$ cat config.mk
export PLATFORM = sky130hd
export DESIGN_NAME = icache_direct_flat
export DESIGN_NICKNAME = d
export VERILOG_FILES = /design/src/rtl/icache_direct_if.sv /design/src/rtl/icache_direct.sv /design/src/flat_wrapper.sv
export SDC_FILE = /design/constraint.sdc
export NUM_CORES = 2
export LEC_CHECK = 0
export ABC_CLOCK_PERIOD_IN_PS = 5600
export BUFFER_PORTS_ARGS = -buffer_cell sky130_fd_sc_hd__buf_4
export CAP_MARGIN = 20
export CORE_MARGIN = 4
export CORE_UTILIZATION = 40
export CTS_CLUSTER_DIAMETER = 120
export CTS_CLUSTER_SIZE = 10
export DETAILED_ROUTE_END_ITERATION = 10
export SYNTH_ARGS = -nofsm -noshare
export SYNTH_HDL_FRONTEND = slang
export SYNTH_SLANG_ARGS = --single-unit
$ cat constraint.sdc
create_clock -name clk -period 5.6 [get_ports clk]
set_input_delay 1.12 -clock clk [delete_from_list [all_inputs] [get_ports clk]]
set_output_delay 1.12 -clock clk [all_outputs]
set_load 0.05 [all_outputs]
$ cat src/rtl/icache_direct_if.sv
// icache_direct_if: refill bus between the instruction cache and the memory
// IO controller. Level-held read request, single-cycle read acknowledge.
// The master side is the cache, the slave side is the memory IO controller.
interface icache_direct_if #(
  parameter int ADDR_WIDTH = 32
);
  logic                  mem_req;
  logic                  mem_rw;
  logic [2:0]            mem_len;
  logic [ADDR_WIDTH-1:0] mem_addr;
  logic                  mem_ready;
  logic                  mem_read_ok;
  logic [31:0]           mem_data;

  modport master (
    output mem_req, mem_rw, mem_len, mem_addr,
    input  mem_ready, mem_read_ok, mem_data
  );

  modport slave (
    input  mem_req, mem_rw, mem_len, mem_addr,
    output mem_ready, mem_read_ok, mem_data
  );
endinterface

$ cat src/rtl/icache_direct.sv
// icache_direct: direct-mapped, read-only instruction cache. A hit returns one
// 32-bit word; a miss refills a 4-word line with four sequential 4-byte reads.
// flush invalidates every line; an in-flight refill read is allowed to finish
// and its data is discarded.
// Optional feature macro ICACHE_PERF_CNT_EN adds hit_cnt/miss_cnt outputs.
module icache_direct #(
  parameter int INDEX_WIDTH = 4,
  parameter int ADDR_WIDTH  = 32
) (
  input  logic                  clk,
  input  logic                  rst,
  input  logic                  flush,
  input  logic                  if_valid,
  input  logic [ADDR_WIDTH-1:0] if_addr,
  output logic                  inst_valid,
  output logic [31:0]           inst_out,
  icache_direct_if.master       mem
`ifdef ICACHE_PERF_CNT_EN
  ,
  output logic [31:0]           hit_cnt,
  output logic [31:0]           miss_cnt
`endif
);

  localparam int LINES     = 1 << INDEX_WIDTH;
  localparam int TAG_WIDTH = ADDR_WIDTH - INDEX_WIDTH - 4;

  typedef enum logic [1:0] {IDLE, FILL, DONE, RESP} state_t;

  state_t                 state_q;
  logic [1:0]             w_q;
  logic [TAG_WIDTH-1:0]   miss_tag_q;
  logic [INDEX_WIDTH-1:0] miss_index_q;
  logic                   abort_q;
  logic                   mem_req_q;
  logic [ADDR_WIDTH-1:0]  mem_addr_q;
  logic [LINES-1:0]       valid_q;

  logic [TAG_WIDTH-1:0]   tag_mem  [LINES];
  logic [31:0]            data_mem [LINES][4];

  logic [TAG_WIDTH-1:0]   req_tag;
  logic [INDEX_WIDTH-1:0] req_index;
  logic [1:0]             req_offset;
  logic                   hit;
  logic                   lookup;
  logic                   fill_write;
  logic                   unused_addr_bits;

  assign req_offset       = if_addr[3:2];
  assign req_index        = if_addr[INDEX_WIDTH+3:4];
  assign req_tag          = if_addr[ADDR_WIDTH-1:INDEX_WIDTH+4];
  assign unused_addr_bits = ^if_addr[1:0];

  assign hit    = valid_q[req_index] && (tag_mem[req_index] == req_tag);
  assign lookup = (state_q == IDLE) && if_valid && !flush;

  // A refill beat is kept only when no flush is pending or arriving with it.
  assign fill_write = (state_q == FILL) && mem_req_q && mem.mem_read_ok &&
                      !abort_q && !flush;

  assign mem.mem_req  = mem_req_q;
  assign mem.mem_addr = mem_addr_q;
  assign mem.mem_rw   = 1'b1;
  assign mem.mem_len  = 3'd2;

  // Line storage: data words and tags are not reset; valid bits guard them.
  always_ff @(posedge clk) begin
    if (fill_write) begin
      data_mem[miss_index_q][w_q] <= mem.mem_data;
      if (w_q == 2'd3) begin
        tag_mem[miss_index_q] <= miss_tag_q;
      end
    end
  end

  // Control FSM: lookup, refill sequencing, flush abort and registered outputs.
  always_ff @(posedge clk or negedge rst) begin
    if (!rst) begin
      state_q      <= IDLE;
      w_q          <= 2'd0;
      miss_tag_q   <= '0;
      miss_index_q <= '0;
      abort_q      <= 1'b0;
      valid_q      <= '0;
      inst_valid   <= 1'b0;
      inst_out     <= 32'd0;
      mem_req_q    <= 1'b0;
      mem_addr_q   <= '0;
    end else begin
      inst_valid <= 1'b0;
      if (flush) begin
        valid_q <= '0;
      end
      case (state_q)
        IDLE: begin
          if (lookup) begin
            if (hit) begin
              inst_out   <= data_mem[req_index][req_offset];
              inst_valid <= 1'b1;
              state_q    <= RESP;
            end else begin
              miss_tag_q   <= req_tag;
              miss_index_q <= req_index;
              w_q          <= 2'd0;
              abort_q      <= 1'b0;
              state_q      <= FILL;
            end
          end
        end
        RESP: begin
          state_q <= IDLE;
        end
        DONE: begin
          state_q <= IDLE;
        end
        FILL: begin
          if (mem_req_q) begin
            if (mem.mem_read_ok) begin
              mem_req_q <= 1'b0;
              if (abort_q || flush) begin
                abort_q <= 1'b0;
                w_q     <= 2'd0;
                state_q <= IDLE;
              end else if (w_q == 2'd3) begin
                valid_q[miss_index_q] <= 1'b1;
                w_q                   <= 2'd0;
                state_q               <= DONE;
              end else begin
                w_q <= w_q + 2'd1;
              end
            end else if (flush) begin
              abort_q <= 1'b1;
            end
          end else if (flush) begin
            w_q     <= 2'd0;
            state_q <= IDLE;
          end else if (mem.mem_ready) begin
            mem_req_q  <= 1'b1;
            mem_addr_q <= {miss_tag_q, miss_index_q, w_q, 2'b00};
          end
        end
        default: begin
          state_q <= IDLE;
        end
      endcase
    end
  end

`ifdef ICACHE_PERF_CNT_EN
  // Performance counters: accepted lookups only, never cleared by flush.
  always_ff @(posedge clk or negedge rst) begin
    if (!rst) begin
      hit_cnt  <= 32'd0;
      miss_cnt <= 32'd0;
    end else if (lookup) begin
      if (hit) begin
        hit_cnt <= hit_cnt + 32'd1;
      end else begin
        miss_cnt <= miss_cnt + 32'd1;
      end
    end
  end
`endif

endmodule
$ cat src/flat_wrapper.sv
// flat-port wrapper written by rule: the top's interface ports become plain ports
module icache_direct_flat 
#(
  parameter int INDEX_WIDTH = 4,
  parameter int ADDR_WIDTH  = 32
)
  (clk, rst, flush, if_valid, if_addr, inst_valid, inst_out, mem_mem_req, mem_mem_rw, mem_mem_len, mem_mem_addr, mem_mem_ready, mem_mem_read_ok, mem_mem_data);
  icache_direct_if #(.ADDR_WIDTH(ADDR_WIDTH)) mem_i ();
  input  logic clk;
  input  logic rst;
  input  logic flush;
  input  logic if_valid;
  input  logic [ADDR_WIDTH-1:0] if_addr;
  output logic inst_valid;
  output logic [31:0] inst_out;
  output wire logic [$bits(mem_i.mem_req)-1:0] mem_mem_req;
  output wire logic [$bits(mem_i.mem_rw)-1:0] mem_mem_rw;
  output wire logic [$bits(mem_i.mem_len)-1:0] mem_mem_len;
  output wire logic [$bits(mem_i.mem_addr)-1:0] mem_mem_addr;
  input wire logic [$bits(mem_i.mem_ready)-1:0] mem_mem_ready;
  input wire logic [$bits(mem_i.mem_read_ok)-1:0] mem_mem_read_ok;
  input wire logic [$bits(mem_i.mem_data)-1:0] mem_mem_data;
  assign mem_mem_req = mem_i.mem_req;
  assign mem_mem_rw = mem_i.mem_rw;
  assign mem_mem_len = mem_i.mem_len;
  assign mem_mem_addr = mem_i.mem_addr;
  assign mem_i.mem_ready = mem_mem_ready;
  assign mem_i.mem_read_ok = mem_mem_read_ok;
  assign mem_i.mem_data = mem_mem_data;
  icache_direct #(.INDEX_WIDTH(INDEX_WIDTH), .ADDR_WIDTH(ADDR_WIDTH)) u_core (.clk(clk), .rst(rst), .flush(flush), .if_valid(if_valid), .if_addr(if_addr), .inst_valid(inst_valid), .inst_out(inst_out), .mem(mem_i));
endmodule
Word level (Yosys, flattened, before mapping)
Memories as Yosys holds them, arrays and structs flattened. Cells that the tools add are included.

Memory bits (writable): 2432. Memories kept: 2. Word-level logic and storage cells: 108. Bits of input ports: 70. Bits in registers: 113.

Bitwise operators: 6. Eq/ne operators: 13. Add/subtract/negate cells: 1. Order comparisons: 6. Muxes and demuxes: 49. Reductions and logical operators: 21.

Memory list: u_core.data_mem (depth 16, bits a word 128, read ports 1, clocked after memory_dff 0, write ports 1, line icache_direct.sv:40) `logic [31:0] data_mem [LINES][4];`; u_core.tag_mem (depth 16, bits a word 24, read ports 1, clocked after memory_dff 0, write ports 1, line icache_direct.sv:39) `logic [TAG_WIDTH-1:0] tag_mem [LINES];`.

Operators with widths (number): $mux 128 (1); $mux 16 (6); $mux 32 (3); $bmux 32 s2 (1); $demux 32 s2 (1); $mux 2 (13); $eq 24x24->1 (1); $mux 1 (19); $or 16x16->16 (1); $lt 4x5->1 const B (2); $logic_and 1x1->1 (9); $ne 3x3->1 const B (3); $reduce_and 4->1 (2); $eq 2x2->1 const B (3); $ge 3x3->1 const B (2); $not 2->3 (2); $pmux 2 s3 (1); $reduce_and 3->1 (2); $reduce_and 6->1 (1); $reduce_and 5->1 (1); $bmux 1 s4 (1); $demux 1 s4 (1); $ge 4x1->1 const B (1); $ne 2x1->1 const B (2); 14 further kinds (17).

Longest topological paths before layout
Depth in word-level cells: 10. Mapped depth: 15.

Least setup slack after synthesis
No wires, ideal clock.

Path kind: input to register. From: input port flush. To: memory u_core.data_mem[11][0] (netlist name) (enable). Buffers on the path: 1. Arrival time: 4316 ps. Cell stages on the path: 5. Setup slack: 813 ps. Cell sequence: nor3_1 > and2_1 > nand2_1 > clkbuf_1 > nor2_1.

Word-level cells in the longest chain between the ends: 4.

Ends and longest elaborated chain: start, declared (line flat_wrapper.sv:11) `input logic flush;`; $logic_not 1->1 (line icache_direct.sv:60) `!abort_q && !flush;`; $logic_and 1x1->1 (line icache_direct.sv:60); $mux 1 (line icache_direct.sv:69) `if (fill_write) begin`; $mux 128 (implied by the code) (line icache_direct.sv:70) `data_mem[miss_index_q][w_q] <= mem.mem_data;`; end, declared (line icache_direct.sv:40).

No other way between the ends.

Worst setup path in the final report
From: input port if_addr[4]. To: register u_core.inst_out[29].

Word-level cells in the longest chain between the ends: 4. Elaborated cells on any way between the ends: 10. Those cells by class: 1 x eq/ne; 5 x mux; 2 x reduce/logical; 2 x memory.

Ends and longest elaborated chain: start, declared (line flat_wrapper.sv:13) `input logic [ADDR_WIDTH-1:0] if_addr;`; $mem_v2 16x24, or another cell as far along; $eq 24x24->1, or another cell as far along (line icache_direct.sv:55) `assign hit = valid_q[req_index] && (tag_mem[req_index] == req_tag);`; $logic_and 1x1->1 or $mux 32 (tied branches) (line icache_direct.sv:55, icache_direct.sv:99); $reduce_and 3->1 (no line) or $mux 32 (tied branches); end signal, assigned (line icache_direct.sv:99) `inst_out <= data_mem[req_index][req_offset];`; end, declared (line icache_direct.sv:16) `output logic [31:0] inst_out,`.

Several ways; a longest one is shown, not always the timed one. The select of a mux whose other input is x is not followed. A chain may end at the register's enable or synchronous reset.

==> impl_metrics.tcl <==
set metrics [dict create \
    worstPathRequired_ns 6.39 \
    cts_tree "done" \
    ctsResizeCount 0 \
    timing.max_cap.violations 0 \
    maxClockFrequency_mhz 236 \
    initial_utilization_pct 40.2 \
    timing.final.max_slew_violations 0 \
    postLayoutSetupSlackWorst_ns 1.37 \
    p_leak_nw 35.6 \
    vias_per_cell 5.82 \
    hp-class "in -> async" \
    arrival_ns 5.02 \
    yosys-top-cells-area "edfxtp_1, mux4_2, dfrtp_1, mux2i_1, mux2_2" \
    synth_area_per_cell_sq_um 24.3 \
    worst-r2r-cell-count 7 \
    synthDominantAreaCellType "edfxtp_1" \
    critical_path.startpoint_type "input port" \
    chipWidth_um 503 \
    finalHoldWorstSlack_ns 0.197 \
    initial_antenna_violation_count 18 \
    cts.reportedPaths.clkPinSlew_ns 0.06 \
    wire_length_of_the_first_global_routing_pass_mm 343 \
    row_count 181 \
    globalRoute.totalOverflow 0 \
    final_hold_viol_count 0 \
    grt_setup_unrepaired "no" \
    clock-sinks 2545 \
    flop_and_latch_count_out_of_synthesis 2545 \
    cp-end-kind "flip-flop" \
    ys_dominant_reg_cell "edfxtp_1" \
    num_ports 140 \
    dieHeight_um 503 \
    proportion_of_layout_cells_with_a_drive_suffix_above_1_pct 34.0 \
    worst-path-max-fanout 57 \
    finish.net_count 4487 \
    slew_headroom_pct 23.3 \
    hold_buffer_count_at_cts 0 \
    async_reset_ff_share_pct 4.44 \
    drtIter0Drc 5660 \
    shortest_clock_period_the_worst_path_allows_after_layout_ns 4.23 \
    gpl.final_weighted_congestion 0.773 \
    synth.yosys.seq_area_share_pct 77.5 \
    buffer_count_from_post_cts_setup_fixing 0 \
    core_area_sq_um 243000 \
    timing.clock.skew_ns 0.0805 \
    port_buffers 131 \
    vias_in_the_first_global_route 46200 \
    dpl.hpwl_mm 132 \
    synth_cell_types 72 \
    worst_slew_pin_slew_ns 1.15 \
    power_density_normalized_to_cell_area_nw_per_um2 373 \
    synth_enable_flop_cells 2432 \
    synth_top_area_share_pct 74.6 \
    status "finished clean" \
    syn2layout_area_growth_pct 14.9 \
    grt_max_degree 114 \
    timing.critical_path.from "if_addr[4]" \
    cts-root-buf "clkbuf_16" \
    cts.htree.levels 5 \
    ys.warnings.count 0 \
    timing.rr.end "u_core.tag_mem[13][14]" \
    fillcell_total 19700 \
    post_synthesis_instance_area_sq_um 97900 \
    post_synth_inst_count 4028 \
    grt_use_total_pct 18.9 \
    totalWireLength_mm 240 \
    drt_pass1_iterations 6 \
    cts.path.max_buffers 4 \
    clkLatencyLatePin_ns 0.93 \
    routed-via-count 45000 \
    drc 0 \
    final.period_utilization_pct 75.6 \
    routedWlPerCell_um 31.0 \
    die_area_sq_um 253000 \
    ir_drop_worst_case_vdd_uv 344 \
    timing.rr.start "u_core.state_q[0]" \
    timing_worst_setup_path_type "in -> reg" \
    worst_setup_slack_before_clock_tree_synthesis_ns 0.475 \
    reg2reg_setup_slack_ns 1.72 \
    report.final.setup_viol 0 \
    cts_inserted_buffers 305 \
    setup_total_negative_slack_ns 0 \
    drt.antenna.violating_nets 0 \
]
critical path, stage by stage:
cell	delay (ns)
buf_8	0.46
buf_4	0.31
nor2b_1	0.45
a221oi_1	0.18
a21oi_1	0.42
xnor2_1	0.16
or4_4	0.53
nor4_4	0.44
nand3_4	0.12
buf_12	0.20
mux2_4	0.39
synthesized netlist by cell type, types with 3 or more instances:
cell type / number
a22oi_1: 12
xnor2_1: 17
and3_1: 5
mux2i_1: 71
edfxtp_1: 2432
a32oi_1: 3
a221oi_1: 5
o221ai_1: 3
nor2b_1: 14
o32ai_1: 5
o21ai_0: 7
clkbuf_1: 100
a21o_1: 17
mux2_4: 39
dfrtp_1: 113
o2bb2ai_1: 3
nand2b_1: 6
a22o_1: 3
o22ai_1: 4
buf_2: 76
buf_4: 15
inv_1: 7
nand2_1: 38
xor2_1: 10
ha_1: 4
o21ai_1: 3
nor3_1: 6
nand3_1: 16
mux4_2: 752
a21oi_1: 11
nand4_1: 9
and2_1: 6
nor2_1: 85
buf_1: 11
buf_6: 12
mux2_2: 58
or3_1: 4
power by group:
group | switching, mW | leakage (nW) | internal, mW
Combinational | 1.69 | 8.27 | 1.08
Sequential | 0.613 | 23.3 | 21.5
Clock | 7.04 | 4.00 | 10.0
flip-flops by register name, summed over array words and instances (netlist names):
name,count
u_core.w_q,2
u_core.mem.mem_addr,30
u_core.abort_q,1
u_core.inst_out,32
u_core.data_mem,2048
u_core.miss_tag_q,24
u_core.valid_q,16
u_core.inst_valid,1
u_core.mem.mem_req,1
u_core.state_q,2
u_core.miss_index_q,4
u_core.tag_mem,384
worst max path at each step:
stage / end / cells past startpoint
3_3_place_gp: u_core.inst_out[14] / 11
5_1_grt: u_core.inst_out[1] / 11
2_1_floorplan: u_core.data_mem[11][0] / 5
6_report: u_core.inst_out[29] / 11
4_1_cts: u_core.inst_out[1] / 11
3_5_place_dp: u_core.inst_out[3] / 11
per-stage QoR:
stage	util, %	area, sq um	total power [mW]	cells
finish	46.2	112000	42.0	7734
global route	46.2	112000	43.4	7732
CTS	46.2	112000	42.3	7728
detailed placement	42.8	104000	25.3	7308
global placement	42.8	104000	25.2	7308
floorplan	-	97900	24.0	4032
layout make-up:
type                    instances  area (sq um)  share of cell area [%]
flip-flops and latches       2545         75900                    67.5
multi-input cells            1263         21500                    19.1
clock buffers                 411          8160                    7.25
well taps                    3202          4010                    3.56
repair buffers                288          2810                    2.50
clock inverters                 9           108                  0.0957
inverters                      10          37.5                  0.0334
diodes                          6          15.0                  0.0134
layer usage:
layer | up-vias | global-route usage, % | share of wire (%)
li1 | 18000 | - | -
met1 | 24700 | 27.4 | 43
met2 | 1845 | 29.9 | 48
met3 | 374 | 3.30 | 7.1
met4 | 2 | 4.88 | 2.2
met5 | - | 0 | 0.0046
cells by family after synthesis:
kind of cell | count (synthesis) | share of synthesized area (%)
compound gates | 99 | 0.754
flops | 2545 | 77.5
simple gates | 207 | 1.05
other cells | 2 | 0.00767
xor+xnor | 27 | 0.242
mux | 920 | 19.3
fa+ha+maj | 4 | 0.0511
buf+inv | 224 | 1.11
placed cells by master (no fill, tap or decap), drive strengths merged, types with 6 or more instances in the layout:
master,instances
inv,16
nor3,8
xor2,10
mux2i,71
a21oi,11
xnor2,17
conb,6
dfrtp,113
nand4,9
a22oi,12
nand2b,6
o21ai,10
nor2,85
mux4,752
diode,6
nor2b,14
buf,287
nand2,38
clkbuf,412
nand3,17
a21o,17
edfxtp,2432
mux2,97
and2,6
No activity file was read; power rests on OpenSTA's default activity.
